File: src/rtl/vga_timing_pkg.sv
// Shared timing constants and helpers for the VGA receive path.
// Holds the 640x480@60 reference timing (active, porches, sync, totals),
// the receiver FSM state encoding, CRC-16-CCITT constants and small helpers.
package vga_timing_pkg;

  localparam int unsigned PIXEL_W      = 3;

  localparam int unsigned VGA_H_ACTIVE = 640;
  localparam int unsigned VGA_H_FP     = 16;
  localparam int unsigned VGA_H_SYNC   = 96;
  localparam int unsigned VGA_H_BP     = 48;
  localparam int unsigned VGA_H_TOTAL  = VGA_H_ACTIVE + VGA_H_FP + VGA_H_SYNC + VGA_H_BP;

  localparam int unsigned VGA_V_ACTIVE = 480;
  localparam int unsigned VGA_V_FP     = 10;
  localparam int unsigned VGA_V_SYNC   = 2;
  localparam int unsigned VGA_V_BP     = 33;
  localparam int unsigned VGA_V_TOTAL  = VGA_V_ACTIVE + VGA_V_FP + VGA_V_SYNC + VGA_V_BP;

  localparam logic [15:0] CRC_POLY     = 16'h1021;
  localparam logic [15:0] CRC_INIT     = 16'hFFFF;

  typedef enum logic [1:0] {
    ST_SEARCH,
    ST_MEASURE,
    ST_VERIFY,
    ST_LOCKED
  } rx_state_e;

  // Increment that sticks at all-ones instead of wrapping.
  function automatic logic [9:0] sat_inc10(input logic [9:0] v);
    return (v == '1) ? v : v + 10'd1;
  endfunction

  // One byte through CRC-16-CCITT, MSB first.
  function automatic logic [15:0] crc16_byte(input logic [15:0] crc, input logic [7:0] data);
    logic [15:0] c;
    c = crc ^ {data, 8'h00};
    for (int unsigned i = 0; i < 8; i++) begin
      c = c[15] ? ((c << 1) ^ CRC_POLY) : (c << 1);
    end
    return c;
  endfunction

endpackage

File: src/rtl/vga_sync_edge.sv
// Input register stage for the VGA receiver.
// Samples hsync/vsync/pixel on each pix_en strobe and flags sync assertion
// (1->0) edges between the last two samples.
// Ports:
//   clk, rst_n        clock, synchronous active-low reset
//   pix_en            pixel strobe; registers only advance when high
//   hsync_in/vsync_in raw active-low syncs
//   pixel_in          raw RGB pixel
//   pixel_dly         pixel aligned with the sample pair the edge flags describe
//   hsync_fall        hsync assertion edge between previous and current sample
//   vsync_fall        vsync assertion edge between previous and current sample
module vga_sync_edge
  import vga_timing_pkg::*;
(
  input  logic               clk,
  input  logic               rst_n,
  input  logic               pix_en,
  input  logic               hsync_in,
  input  logic               vsync_in,
  input  logic [PIXEL_W-1:0] pixel_in,
  output logic [PIXEL_W-1:0] pixel_dly,
  output logic               hsync_fall,
  output logic               vsync_fall
);

  logic               hsync_q;
  logic               hsync_prev;
  logic               vsync_q;
  logic               vsync_prev;
  logic [PIXEL_W-1:0] pixel_q;

  // Syncs reset to their idle (high) level so a line already in sync at
  // reset release is seen as a fresh assertion.
  always_ff @(posedge clk) begin
    if (!rst_n) begin
      hsync_q    <= 1'b1;
      hsync_prev <= 1'b1;
      vsync_q    <= 1'b1;
      vsync_prev <= 1'b1;
      pixel_q    <= '0;
      pixel_dly  <= '0;
    end else if (pix_en) begin
      hsync_prev <= hsync_q;
      hsync_q    <= hsync_in;
      vsync_prev <= vsync_q;
      vsync_q    <= vsync_in;
      pixel_q    <= pixel_in;
      pixel_dly  <= pixel_q;
    end
  end

  // The edge flags describe sample pair (prev, q); the counters consume them on
  // the following strobe, so pixel_dly (one sample behind q) lines up with them.
  assign hsync_fall = hsync_prev & ~hsync_q;
  assign vsync_fall = vsync_prev & ~vsync_q;

endmodule

File: src/rtl/vga_sync_receiver.sv
// VGA link receiver: measures line/frame timing from active-low hsync/vsync,
// locks onto a stable mode and recovers pixel coordinates, data-enable and
// pixel data.
// Optional build macro VGA_RX_CRC_EN adds frame_crc (CRC-16-CCITT over each
// locked frame's active pixels, latched on frame_start).
// Ports:
//   clk, rst_n          clock, synchronous active-low reset
//   pix_en              pixel strobe; all state advances only when high
//   hsync_in, vsync_in  active-low syncs
//   pixel_in            RGB pixel
//   de, x, y, pixel_out recovered active video (zero when de is low)
//   frame_start         one-clk pulse on vsync assertion while locked
//   locked              mode lock
//   h_total, v_total    last measured line length (strobes) / frame length (lines)
//   sync_err            one-clk pulse on timing mismatch or hsync loss
//   frame_crc           (VGA_RX_CRC_EN only) CRC of the previous locked frame
module vga_sync_receiver
  import vga_timing_pkg::*;
#(
  parameter int unsigned H_ACTIVE    = VGA_H_ACTIVE,
  parameter int unsigned H_SYNC      = VGA_H_SYNC,
  parameter int unsigned H_BP        = VGA_H_BP,
  parameter int unsigned V_ACTIVE    = VGA_V_ACTIVE,
  parameter int unsigned V_SYNC      = VGA_V_SYNC,
  parameter int unsigned V_BP        = VGA_V_BP,
  parameter int unsigned LOCK_FRAMES = 2
) (
  input  logic        clk,
  input  logic        rst_n,
  input  logic        pix_en,
  input  logic        hsync_in,
  input  logic        vsync_in,
  input  logic [2:0]  pixel_in,
  output logic        de,
  output logic [9:0]  x,
  output logic [9:0]  y,
  output logic [2:0]  pixel_out,
  output logic        frame_start,
  output logic        locked,
  output logic [9:0]  h_total,
  output logic [9:0]  v_total,
  output logic        sync_err
`ifdef VGA_RX_CRC_EN
  ,
  output logic [15:0] frame_crc
`endif
);

  localparam logic [9:0] H_START = 10'(H_SYNC + H_BP);
  localparam logic [9:0] H_END   = 10'(H_SYNC + H_BP + H_ACTIVE);
  localparam logic [9:0] V_START = 10'(V_SYNC + V_BP);
  localparam logic [9:0] V_END   = 10'(V_SYNC + V_BP + V_ACTIVE);
  localparam logic [2:0] LOCK_N  = 3'(LOCK_FRAMES);

  logic [2:0] pixel_dly;
  logic       hfall;
  logic       vfall;

  vga_sync_edge u_edge (
    .clk        (clk),
    .rst_n      (rst_n),
    .pix_en     (pix_en),
    .hsync_in   (hsync_in),
    .vsync_in   (vsync_in),
    .pixel_in   (pixel_in),
    .pixel_dly  (pixel_dly),
    .hsync_fall (hfall),
    .vsync_fall (vfall)
  );

  rx_state_e  state;
  rx_state_e  state_next;
  logic [9:0] hcnt;
  logic [9:0] vcnt;
  logic [9:0] ref_h;
  logic [9:0] ref_v;
  logic [2:0] match_cnt;
  logic [2:0] match_next;
  logic [2:0] match_inc;
  logic [9:0] h_meas;
  logic [9:0] v_meas;
  logic       err;
  logic       latch_ref;
  logic       frame_start_next;
  logic       act;

  // Measurement produced by the edge being consumed this strobe.
  assign h_meas    = sat_inc10(hcnt);
  assign v_meas    = hfall ? sat_inc10(vcnt) : vcnt;
  assign match_inc = match_cnt + 3'd1;

  assign act = (hcnt >= H_START) && (hcnt < H_END) &&
               (vcnt >= V_START) && (vcnt < V_END);

  always_comb begin
    state_next       = state;
    match_next       = match_cnt;
    err              = 1'b0;
    latch_ref        = 1'b0;
    frame_start_next = 1'b0;
    if (pix_en) begin
      unique case (state)
        ST_SEARCH: begin
          if (vfall) state_next = ST_MEASURE;
        end
        ST_MEASURE: begin
          if (vfall) begin
            state_next = ST_VERIFY;
            latch_ref  = 1'b1;
            match_next = '0;
          end
        end
        ST_VERIFY, ST_LOCKED: begin
          // hcnt about to reach 1023 without an hsync counts as loss of sync.
          if ((hfall && (h_meas != ref_h)) ||
              (vfall && (v_meas != ref_v)) ||
              (!hfall && (hcnt >= 10'd1022))) begin
            err        = 1'b1;
            state_next = ST_SEARCH;
            match_next = '0;
          end else if (vfall) begin
            if (state == ST_VERIFY) begin
              match_next = match_inc;
              if (match_inc >= LOCK_N) state_next = ST_LOCKED;
            end else begin
              frame_start_next = 1'b1;
            end
          end
        end
        default: state_next = ST_SEARCH;
      endcase
    end
  end

  always_ff @(posedge clk) begin
    if (!rst_n) begin
      state       <= ST_SEARCH;
      match_cnt   <= '0;
      hcnt        <= '0;
      vcnt        <= '0;
      ref_h       <= '0;
      ref_v       <= '0;
      h_total     <= '0;
      v_total     <= '0;
      de          <= 1'b0;
      x           <= '0;
      y           <= '0;
      pixel_out   <= '0;
      frame_start <= 1'b0;
      sync_err    <= 1'b0;
    end else if (pix_en) begin
      state     <= state_next;
      match_cnt <= match_next;
      hcnt      <= hfall ? '0 : sat_inc10(hcnt);
      if (hfall) h_total <= h_meas;
      // A coincident vsync edge clears vcnt rather than incrementing it.
      if (vfall) begin
        vcnt    <= '0;
        v_total <= v_meas;
      end else if (hfall) begin
        vcnt <= sat_inc10(vcnt);
      end
      if (latch_ref) begin
        ref_h <= hfall ? h_meas : h_total;
        ref_v <= v_meas;
      end
      // Gate on the next state so de never outlives locked.
      if (act && (state_next == ST_LOCKED)) begin
        de        <= 1'b1;
        x         <= hcnt - H_START;
        y         <= vcnt - V_START;
        pixel_out <= pixel_dly;
      end else begin
        de        <= 1'b0;
        x         <= '0;
        y         <= '0;
        pixel_out <= '0;
      end
      frame_start <= frame_start_next;
      sync_err    <= err;
    end else begin
      frame_start <= 1'b0;
      sync_err    <= 1'b0;
    end
  end

  assign locked = (state == ST_LOCKED);

`ifdef VGA_RX_CRC_EN
  logic [15:0] crc_acc;

  always_ff @(posedge clk) begin
    if (!rst_n) begin
      crc_acc   <= CRC_INIT;
      frame_crc <= '0;
    end else if (pix_en) begin
      if (frame_start_next) begin
        frame_crc <= crc_acc;
        crc_acc   <= CRC_INIT;
      end else if (state != ST_LOCKED) begin
        crc_acc <= CRC_INIT;
      end else if (de) begin
        crc_acc <= crc16_byte(crc_acc, {5'b0, pixel_out});
      end
    end
  end
`endif

endmodule

File: config.mk
export PLATFORM = sky130hd
export DESIGN_NAME = vga_sync_receiver
export DESIGN_NICKNAME = d
export VERILOG_FILES = /design/src/rtl/vga_timing_pkg.sv /design/src/rtl/vga_sync_edge.sv /design/src/rtl/vga_sync_receiver.sv
export SDC_FILE = /design/constraint.sdc
export NUM_CORES = 1
export LEC_CHECK = 0
export BUFFER_PORTS_ARGS = -buffer_cell sky130_fd_sc_hd__buf_2
export CORE_MARGIN = 2
export CORE_UTILIZATION = 40
export CTS_BUF_LIST = sky130_fd_sc_hd__clkbuf_8
export DETAILED_ROUTE_END_ITERATION = 10
export GPL_ROUTABILITY_DRIVEN = 0
export GPL_TIMING_DRIVEN = 1
export PLACE_DENSITY = 0.66
export REMOVE_ABC_BUFFERS = 1
export SYNTH_ARGS = -nofsm -noshare
export SYNTH_HDL_FRONTEND = slang
export SYNTH_SLANG_ARGS = --single-unit
export TNS_END_PERCENT = 1
File: constraint.sdc
create_clock -name clk -period 8.5 [get_ports clk]
set_input_delay 0.425 -clock clk [delete_from_list [all_inputs] [get_ports clk]]
set_output_delay 0.425 -clock clk [all_outputs]
set_load 0.005 [all_outputs]
* After elaboration in Yosys (flattened, before gate mapping)
Index checks and enable logic that the tools add are counted.
Operators by class: $add $sub $neg 5, magnitude comparators 6, eq/ne operators 11, mux-type cells 28, bitwise logic cells 8, reductions and logical operators 18
Operator list (number):
- $mux W10 | 8
- $add A10 B1 Y10 const B | 2
- $eq A10 B10 Y1 const B | 2
- $lt A10 B10 Y1 const B | 2
- $ne A10 B10 Y1 | 2
- $mux W3 | 5
- $mux W2 | 7
- $ge A10 B10 Y1 const B | 1
- $ge A10 B6 Y1 const B | 1
- $ge A10 B8 Y1 const B | 1
- $sub A10 B6 Y10 const B | 1
- $sub A10 B8 Y10 const B | 1
- $logic_and A1 B1 Y1 | 7
- $eq A2 B2 Y1 const B | 3
- $mux W1 | 6
- $ne A3 B3 Y1 const B | 2
- $not A1 Y1 | 6
- $pmux W2 S3 | 1
- $pmux W3 S2 | 1
- $reduce_and A5 Y1 | 1
- $reduce_or A5 Y1 | 1
- $reduce_and A2 Y1 | 2
- $add A3 B1 Y3 const B | 1
- $ge A3 B2 Y1 const B | 1
- 9 further kinds | 11
Word-level totals: bits in registers 101, input bits 8, output and inout port bits 47

* Logic depth before layout (Yosys ltp)
Gate-level depths: netlist of the first run.
depth in word-level cells 13, depth in mapped cells 11

* Cells and area by module
Synthesis of the first run repeated with hierarchy kept, for this count alone.
Second synthesis, totals: cells, all modules 668, area total of the unflattened synthesis 5519.0 um^2
Modules (own cells, without submodules):
- vga_sync_receiver | instances 1, cells an instance 634, area each 5138.7 um^2, seq. area each 1821.7 um^2
- vga_sync_edge | instances 1, cells an instance 34, area each 380.4 um^2, seq. area each 200.2 um^2

* Least setup slack after synthesis of the first run
OpenSTA, ideal clock, no wires.
path type register to register, start point register vcnt[1], end point register y[5], arrival 3390 ps, slack 5041 ps, cell stages (with the launch flop) 11, buffers on the path 1, clock period less this slack 3459 ps, path through dfxtp_1 ha_1 nand4_2 nor3_4 nor3_1 or4_1 or4_1 or3_1 a2111o_1 buf_4 o21ai_1
Between the ends: longest elaborated chain between the ends 13, elaborated cells on any way between the ends 19
RTL lines:
- from (decl) | RTL line vga_sync_receiver.sv:74 | logic [9:0] vcnt;
- from (signal assigned) | RTL line vga_sync_receiver.sv:161 | vcnt <= sat_inc10(vcnt);
- $add A10 B1 Y10 / $eq A10 B10 Y1 (equally long branches) | RTL line vga_timing_pkg.sv:32 | return (v == '1) ? v : v + 10'd1;
- $mux W10 (2 in series)
- $ne A10 B10 Y1 | RTL line vga_sync_receiver.sv:116 | (vfall && (v_meas != ref_v)) ||
- $logic_and A1 B1 Y1 | RTL line vga_sync_receiver.sv:116
- $logic_or A1 B1 Y1 | RTL line vga_sync_receiver.sv:115 | if ((hfall && (h_meas != ref_h)) ||
- $logic_or A1 B1 Y1 | RTL line vga_sync_receiver.sv:116
- $mux W2 | RTL line vga_sync_receiver.sv:115
- $pmux W2 S3 | RTL line vga_sync_receiver.sv:102 | unique case (state)
- $mux W2 | RTL line vga_sync_receiver.sv:101 | if (pix_en) begin
- $eq A2 B2 Y1 | RTL line vga_sync_receiver.sv:168 | if (act && (state_next == ST_LOCKED)) begin
- $logic_and A1 B1 Y1 | RTL line vga_sync_receiver.sv:168
- $mux W10 * | RTL line vga_sync_receiver.sv:168
- to (signal assigned) | RTL line vga_sync_receiver.sv:171 | y <= vcnt - V_START;
- to (decl) | RTL line vga_sync_receiver.sv:36 | output logic [9:0] y,
Mark *: on every way between the ends. The rest lies on a longest branch, timed or not. A chain may end at the register's enable or synchronous reset.

* Worst setup path in the final report of the first run
start point register vcnt[0], end point register x[6]
Between the ends: longest elaborated chain between the ends 13, elaborated cells on any way between the ends 18
RTL lines:
- $add A10 B1 Y10 / $eq A10 B10 Y1 (equally long branches) | RTL line vga_timing_pkg.sv:32
- $mux W10 (2 in series)
- $ne A10 B10 Y1 | RTL line vga_sync_receiver.sv:116
- $logic_and A1 B1 Y1 | RTL line vga_sync_receiver.sv:116
- $logic_or A1 B1 Y1 | RTL line vga_sync_receiver.sv:115
- $logic_or A1 B1 Y1 | RTL line vga_sync_receiver.sv:116
- $mux W2 | RTL line vga_sync_receiver.sv:115
- $pmux W2 S3 | RTL line vga_sync_receiver.sv:102
- $mux W2 | RTL line vga_sync_receiver.sv:101
- $eq A2 B2 Y1 | RTL line vga_sync_receiver.sv:168
- $logic_and A1 B1 Y1 * | RTL line vga_sync_receiver.sv:168
- $mux W10 * | RTL line vga_sync_receiver.sv:168
- to (signal assigned) | RTL line vga_sync_receiver.sv:170 | x <= hcnt - H_START;
- to (decl) | RTL line vga_sync_receiver.sv:35 | output logic [9:0] x,
Marked as above.

==> results.json, run 1 <==
{
  "status": "finished, final reports clean",
  "worst_setup_path_end_kind": "flop",
  "p_leak_nw": 2.14,
  "initialDrtViolationCount": 561,
  "min-delay-path-class": "input port to flop",
  "synth_top_area_share": 0.385,
  "clock_sinks": 101,
  "rows": 41,
  "p_total_mw": 0.849,
  "crit_path_start_kind": "flop",
  "wl_met1_mm": 6.73,
  "cts-root-buf": "clkbuf_8",
  "post-route-period-util": 0.509,
  "synth_top_cell_by_area": "dfxtp_1",
  "drc": 0,
  "tns_ns": 0,
  "synth_cell_type_count": 60,
  "dieArea_mm2": 0.0141,
  "synth_seq_area_share": 0.385,
  "maxSlewViolCount": 0,
  "start_util": 0.413,
  "synth_ff_type": "dfxtp_1",
  "synth_area_leaders": "dfxtp_1 38%, nor2_1 7.4%, nand2_1 5.6%",
  "dpl.hpwl_mm": 9.92,
  "timing.fmax_mhz": 231,
  "die_h_um": 119,
  "cp.arrival_ns": 4.62,
  "grt_first_pass_wirelength_mm": 22.6,
  "setup_ws_ns": 4.17,
  "ctsHoldBuffers": 0,
  "yosysWarnings": 0,
  "synth_seq_cells": 101,
  "drv_cap": 0,
  "post_cts_buffers": 0,
  "antenna_found_initial": 0,
  "top_layer_used": "met4",
  "yosysMostFrequentCell": "nor2_1",
  "diodes": 0,
  "max_slew_margin": 0.259,
  "crit_fanout": 24,
  "clk_path_buf_depth": 2,
  "critPathKind": "flop to flop",
  "rsz0062_at_grt": "false",
  "cts-resized-gates": 0,
  "synth_common_cells": "103 x nor2_1, 101 x dfxtp_1, 79 x nand2_1",
  "finClkSkew_ns": 0.0142,
  "grt_use_total": 0.195,
  "grt_max_degree": 67,
  "firstDrtPassIters": 6,
  "powerDensity_mw_per_mm2": 147,
  "vias_per_cell": 5.72,
  "port_buffers": 54,
  "critPathRequiredTime_ns": 8.80,
  "finalWirelength_mm": 14.1,
  "routed-via-count": 5021,
  "drive_above_1_share": 0.116,
  "wl_met3_mm": 1.06,
  "final_core_util": 0.454,
  "core-area_mm2": 0.0127,
  "ir_drop_mv": 0.0652,
  "overflow": 0,
  "cts_tree": "built",
  "synth_cells": 679,
  "syn_area_mm2": 0.00525,
  "die_x_um": 119,
  "clk_pin_slew_ns": 0.10,
  "nets": 717,
  "synthArstFlopShare": 0,
  "htree_num_levels": 3,
  "io_pins": 55,
  "hold_viol": 0,
  "finalCriticalPeriod_ns": 4.33,
  "worst_pin_slew_ns": 1.11,
  "wire_per_inst_um": 16.1,
  "setup-violations-final": 0,
  "wl_met2_mm": 6.03,
  "dpl_cell_area_mm2": 0.00558,
  "antenna_left": 0,
  "cts-buffers-inserted": 9,
  "areaGrowthSynthToFinish_pct": 9.84,
  "design_area_mm2": 0.00577,
  "syn_area_per_cell_um2": 7.74,
  "synth_edf_count": 0,
  "grt_pass1_vias": 4446,
  "clock_latency_ns": 0.38,
  "post-place-ws_ns": 4.27
}
-- cell families after synthesis --
logic type               share of synthesized area
AO/OA/AOI/OAI                                0.216
XOR/XNOR                                    0.0510
adder cells (fa/ha/maj)                     0.0191
buffers and inverters                       0.0512
flip-flops                                   0.385
multiplexers                                0.0248
AND/OR/NAND/NOR                              0.254
-- cell type report --
cell class	instances	area [µm²]
Clock buffer	9	124
Timing Repair Buffer	59	308
Tap cell	172	215
Sequential cell	101	2020
Inverter	19	71.3
Fill cell	1312	6950
Clock inverter	7	67.6
Multi-Input combinational cell	511	2960
-- worst max-delay path, cell delays in order (launching register included) --
cell and delay, ns:
dfxtp_1 0.61, ha_1 0.42, nand4_2 0.23, nor2_1 0.35
o32ai_1 0.12, or4_1 0.46, or4_1 0.58, or3_1 0.42
a2111o_1 0.77, o21ai_0 0.28
-- flip-flops by register name, summed over array words and instances (netlist names), 3 cells and up --
register          cells
h_total              10
hcnt                 10
match_cnt             3
pixel_out             3
ref_h                10
ref_v                10
u_edge.pixel_dly      3
u_edge.pixel_q        3
v_total              10
vcnt                 10
x                    10
y                    10
-- layer usage --
layer | global-route usage | vias to the layer above
met2 | 0.295 | 248
met3 | 0.0319 | 30
met1 | 0.279 | 2295
li1 | - | 2448
met4 | 0.0744 | 0
met5 | 0 | -
-- where the power goes --
group | switching (mW) | internal (mW)
Sequential | 0.00612 | 0.479
Combinational | 0.0406 | 0.0199
Clock | 0.169 | 0.135
Total | 0.216 | 0.633
-- placed cells by master (no fill, tap or decap), types with 6 or more instances in the layout --
cell | netlist | layout
a211oi_1 | 23 | 23
a21oi_1 | 59 | 59
a22oi_1 | 6 | 6
a31oi_1 | 10 | 10
and2_1 | 6 | 6
and3_1 | 9 | 9
buf_2 | 5 | 54
clkbuf_8 | 0 | 9
dfxtp_1 | 101 | 101
ha_1 | 8 | 8
inv_1 | 18 | 18
mux2i_1 | 13 | 13
nand2_1 | 79 | 79
nand2b_1 | 10 | 10
nand3_1 | 20 | 20
nand4_1 | 8 | 8
nor2_1 | 103 | 103
nor2b_1 | 6 | 6
nor3_1 | 10 | 10
o21ai_0 | 21 | 21
o21ai_1 | 19 | 19
xnor2_1 | 25 | 25
-- per-stage QoR --
step / instances / hold slack (ns)
CTS: 878 / 0.278
floorplan: 631 / 0.434
detailed placement: 862 / 0.431
global placement: 862 / 0.430
finish: 878 / 0.277
global route: 878 / 0.284
-- path summary, 6_finish.rpt --
kind	start	endpoint	slack, ns	cells after the start
max	vcnt[0]	x[6]	4.17	9
min	vsync_in	u_edge.vsync_q	0.28	3
max reg2reg	vcnt[0]	x[6]	4.17	9
min reg2reg	de	de	0.44	2
Note: power is estimated with default switching activity, not from simulation.
==> run 2, diff against run 1 <==
--- a/config.mk
+++ b/config.mk
@@ -12,7 +12,7 @@
 export DETAILED_ROUTE_END_ITERATION = 10
 export GPL_ROUTABILITY_DRIVEN = 0
 export GPL_TIMING_DRIVEN = 1
-export PLACE_DENSITY = 0.66
+export PLACE_DENSITY = 0.68
 export REMOVE_ABC_BUFFERS = 1
 export SYNTH_ARGS = -nofsm -noshare
 export SYNTH_HDL_FRONTEND = slang
==> constraint.sdc (replaced) <==
create_clock -name clk -period 3.6 [get_ports clk]
set_input_delay 0.18 -clock clk [delete_from_list [all_inputs] [get_ports clk]]
set_output_delay 0.18 -clock clk [all_outputs]
set_load 0.005 [all_outputs]
==> run 2 against run 1 <==
Net effect: the run now ends with design-rule violations left; fmax up 24%; clock skew is 0.00060 ns higher; cell area grew 5.4%; hold slack lost 0.25 ns; setup slack got worse by 4.1 ns; combinational power rose to 2.5 times the previous value; critical endpoint is now y[2].
==> results.json, run 2 (synthesis results as in run 1) <==
{
  "firstDrtPassIters": 8,
  "crit_fanout": 18,
  "cp_num_buf_inv": 1,
  "dpl.cell_count": 888,
  "cp.arrival_ns": 3.80,
  "cts-buffers-inserted": 9,
  "cpPeakStageDelay_ns": 0.56,
  "post-place-ws_ns": -0.0505,
  "powerDensity_mw_per_mm2": 360,
  "cts-root-buf": "clkbuf_8",
  "antenna_found_initial": 0,
  "final_cell_mix": "103 x nor2_1, 97 x dfxtp_1, 79 x nand2_1",
  "drc": 1,
  "worst_pin_slew_ns": 1.10,
  "final_core_util": 0.478,
  "finalWirelength_mm": 14.6,
  "final-seq-area_mm2": 0.00203,
  "grt_max_degree": 42,
  "maxSlewViolCount": 0,
  "timing.fmax_mhz": 286,
  "start_util": 0.413,
  "die_x_um": 119,
  "p_leak_nw": 2.32,
  "dpl_cell_area_mm2": 0.00577,
  "p_total_mw": 2.19,
  "tns_ns": 0,
  "finalCriticalPeriod_ns": 3.50,
  "cts_tree": "built",
  "final_common_cell": "nor2_1",
  "htree_num_levels": 3,
  "grt_first_pass_wirelength_mm": 23.7,
  "setup-violations-final": 0,
  "worst_setup_path_end_kind": "flop",
  "fin_cells": 905,
  "overflow": 0,
  "dpl.hpwl_mm": 10.3,
  "design_area_mm2": 0.00608,
  "multi_input_area_mm2": 0.00301,
  "post-route-period-util": 0.972,
  "grt_pass1_vias": 4693,
  "path_cells": "ha_2 > nor2b_1 > o221ai_1 > o311ai_1 > or4_1 > or4_4 > or3_1 > a2111o_1 > buf_4 > o21ai_1",
  "finClkSkew_ns": 0.0148,
  "nets": 744,
  "setup_ws_ns": 0.101,
  "hold_viol": 0,
  "antenna_left": 0,
  "rows": 41,
  "fillers": 1274,
  "core-area_mm2": 0.0127,
  "areaGrowthSynthToFinish_pct": 15.8,
  "io_pins": 55,
  "hold_ws_ns": 0.0272,
  "critPathRequiredTime_ns": 3.90,
  "port_buffers": 54,
  "violations": "design-rule violations",
  "routed-via-count": 5116,
  "clk_pin_slew_ns": 0.10,
  "clock_sinks": 101,
  "clock_latency_ns": 0.37,
  "min-delay-path-class": "input port to flop",
  "rsz0062_at_grt": "false",
  "crit_path_start_kind": "flop",
  "clk_path_buf_depth": 2,
  "diodes": 0,
  "grt_use_total": 0.206,
  "initialDrtViolationCount": 457,
  "critPathTopFamily": "simple AND/OR/NAND/NOR gates",
  "critPathKind": "flop to flop",
  "wire_per_inst_um": 16.1,
  "die_h_um": 119,
  "ir_drop_mv": 0.251,
  "max_slew_margin": 0.267,
  "slowest_stage": "or4_4",
  "drv_cap": 0,
  "drive_above_1_share": 0.164,
  "vias_per_cell": 5.65,
  "status": "finished, violations left",
  "dieArea_mm2": 0.0141
}
-- run 2: cell count changes in the layout (fill, tap and decap cells not counted), moves of 2 or more --
| cell | before | now |
|---|---|---|
| buf_4 | 5 | 32 |
| bufinv_16 | 1 | 3 |
| inv_6 | 0 | 2 |
| clkinv_2 | 2 | 0 |
| dfxtp_1 | 101 | 97 |
| dfxtp_2 | 0 | 4 |
-- run 2: area by class of cell --
class,count,area share
Timing Repair Buffer,86,0.0839
Tap cell,172,0.0354
Clock inverter,6,0.0189
Sequential cell,101,0.333
Multi-Input combinational cell,511,0.494
Clock buffer,10,0.0226
Inverter,19,0.0117
-- run 2: tightest hold or removal path, delay by kind of cell --
| family | cells | cell delay (ns) |
|---|---|---|
| buffers and inverters | 1 | 0.08 |
| muxes | 1 | 0.06 |
| and+or+nand+nor | 1 | 0.06 |
-- run 2: power by group --
group | leakage (nW) | internal [mW] | switching (mW) | total (mW)
Sequential | 0.818 | 1.13 | 0.0133 | 1.14
Clock | 0.124 | 0.486 | 0.404 | 0.890
Combinational | 1.38 | 0.0518 | 0.102 | 0.154
Total | 2.32 | 1.67 | 0.519 | 2.19
-- run 2: metal layers --
metal | vias up | track usage | wire, µm
met5 | - | 0 | 0
met4 | 0 | 0.0811 | 334
met3 | 34 | 0.0391 | 1180
met2 | 240 | 0.305 | 6170
met1 | 2344 | 0.294 | 6930
li1 | 2498 | - | -
-- run 2: timing repair --
item	4_1_cts	5_1_grt
pin swaps	0	2
buffers inserted	0	1
hold buffers	0	0
endpoints found under the hold margin	0	0
endpoints found under the setup margin	4	24
resized for setup	3	12
-- run 2: final timing paths --
kind,cells past startpoint,to,startpoint,slack [ns]
hold reg to reg,2,y[9],y[9],0.45
setup / recovery,10,y[2],vcnt[1],0.10
setup reg to reg,10,y[2],vcnt[1],0.10
hold / removal,3,u_edge.vsync_q,vsync_in,0.03
==> run 3, diff against run 2 <==
--- a/config.mk
+++ b/config.mk
@@ -13,7 +13,6 @@
 export GPL_ROUTABILITY_DRIVEN = 0
 export GPL_TIMING_DRIVEN = 1
 export PLACE_DENSITY = 0.68
-export REMOVE_ABC_BUFFERS = 1
 export SYNTH_ARGS = -nofsm -noshare
 export SYNTH_HDL_FRONTEND = slang
 export SYNTH_SLANG_ARGS = --single-unit
==> run 3 against run 2 <==
Net effect: the run now ends clean; utilization shrank 0.85 points; global-route usage shrank 0.55 points; clock power shrank 26%; die area is the same; critical path type unchanged.
==> results.json, run 3 (synthesis results as in run 1) <==
{
  "drc": 0,
  "worst_pin_slew_ns": 0.754,
  "htree_num_levels": 3,
  "grt_first_pass_wirelength_mm": 23.2,
  "status": "finished, final reports clean",
  "clock_latency_ns": 0.37,
  "timing.fmax_mhz": 288,
  "ctsHoldBuffers": 0,
  "clk_path_buf_depth": 2,
  "cts_tree": "built",
  "grt_pass1_vias": 4656,
  "finalCriticalPeriod_ns": 3.48,
  "cts-root-buf": "clkbuf_8",
  "antenna_left": 0,
  "dpl.cell_count": 886,
  "p_switching_mw": 0.488,
  "die_h_um": 119,
  "diodes": 0,
  "drv_cap": 0,
  "port_buffers": 54,
  "setup-violations-final": 0,
  "clock_sinks": 101,
  "reg2reg_slack_ns": 0.12,
  "final_common_cell": "nor2_1",
  "grt_use_total": 0.200,
  "antenna_found_initial": 0,
  "routed-via-count": 5151,
  "powerDensity_mw_per_mm2": 327,
  "hold_depth": 3,
  "p_comb_frac": 0.078,
  "maxSlewViolCount": 0,
  "start_util": 0.413,
  "initialDrtViolationCount": 401,
  "finClkSkew_ns": 0.0103,
  "firstDrtPassIters": 5,
  "syn_nets": 695,
  "cp.arrival_ns": 3.78,
  "cts-resized-gates": 2,
  "crit_start": "vcnt[1]",
  "hold_end": "u_edge.hsync_q",
  "reg2reg_from": "vcnt[1]",
  "final_cell_mix": "103 x nor2_1, 98 x dfxtp_1, 79 x nand2_1",
  "core-area_mm2": 0.0127,
  "post_cts_buffers": 0,
  "dieArea_mm2": 0.0141,
  "areaGrowthSynthToFinish_pct": 13.7,
  "ir_drop_mv": 0.153,
  "max_slew_margin": 0.484,
  "netSwitchingFraction": 0.250,
  "worst_setup_path_end_kind": "flop",
  "dpl.hpwl_mm": 10.3,
  "finalWirelength_mm": 14.2,
  "rsz0062_at_grt": "false",
  "nets": 741,
  "clk_pin_slew_ns": 0.09,
  "wire_per_inst_um": 15.7,
  "p_leak_nw": 2.28,
  "reg2regPathDepth": 10,
  "vias_per_cell": 5.71,
  "hold_start": "hsync_in",
  "post-route-period-util": 0.965,
  "crit_fanout": 24,
  "die_x_um": 119,
  "drive_above_1_share": 0.155,
  "fillers": 1294,
  "hold_viol": 0,
  "rr_endpoint": "y[2]",
  "critPathRequiredTime_ns": 3.90,
  "setup_ws_ns": 0.125,
  "cts-buffers-inserted": 9,
  "critPathKind": "flop to flop",
  "io_pins": 55,
  "overflow": 0,
  "post-place-ws_ns": -0.0244,
  "rows": 41,
  "clockPowerShare": 0.338,
  "min-delay-path-class": "input port to flop",
  "fin_cells": 902,
  "crit_path_start_kind": "flop",
  "seqPwrFrac": 0.584,
  "internal_power_mw": 1.47,
  "final_core_util": 0.470,
  "grt_max_degree": 40
}
[run 3: changes by cell type in the layout (fill, tap and decap cells not counted), sizes merged]
| cell | change |
|---|---|
| bufinv | -3 |
| clkinv | +2 |
| clkbuf | +1 |
| inv | +1 |
| buf | -3 |
| clkinvlp | -1 |
[run 3: worst max-delay path by stage]
stage / endpoint / slack (ns) / cells past startpoint
after floorplan: y[5] / 0.14 / 10
after global placement: x[6] / 0.12 / 10
after detailed placement: x[7] / -0.02 / 10
after CTS: x[7] / 0.006 / 10
after global routing: y[2] / 0.008 / 10
final: y[2] / 0.12 / 10
[run 3: metrics by stage]
stage                     power [mW]  instance area (µm²)  hold slack [ns]  TNS [ns]
after floorplan                 1.27                 5250            0.309         0
after global placement          1.31                 5760            0.418         0
after detailed placement        1.32                 5760            0.422   -0.0254
after CTS                       1.97                 5940           0.0338         0
after global routing            2.03                 5970           0.0458         0
final                           1.96                 5970           0.0445         0
[run 3: routing by layer]
layer | vias up | track usage | share of wire
li1 | 2492 | - | -
met1 | 2360 | 0.281 | 0.47
met2 | 261 | 0.305 | 0.43
met3 | 38 | 0.0376 | 0.077
met4 | 0 | 0.0766 | 0.021
met5 | - | 0 | 0
[run 3: power groups by stage]
stage	Combinational [mW]	Clock (mW)	Sequential (mW)
after floorplan	0.104	0	1.17
after CTS	0.148	0.678	1.14
after detailed placement	0.147	0	1.17
final	0.152	0.661	1.14
after global routing	0.166	0.720	1.15
after global placement	0.144	0	1.17
[run 3: area by class of cell]
cell class	instances	area [µm²]	share of cell area
inverters	19	71.3	0.0119
multi-input cells	511	2990	0.501
well taps	172	215	0.0360
clock buffers	11	151	0.0253
flip-flops and latches	101	2030	0.339
repair buffers	83	492	0.0823
clock inverters	5	26.3	0.00440
[run 3: worst max-delay path, cell delays in order (launching register included)]
cell,delay (ns)
dfxtp_4,0.38
ha_2,0.28
nor2b_1,0.15
o221ai_1,0.19
o311ai_1,0.12
or4_1,0.53
or4_4,0.57
or3_4,0.40
a2111o_1,0.44
buf_6,0.18
o21ai_0,0.16
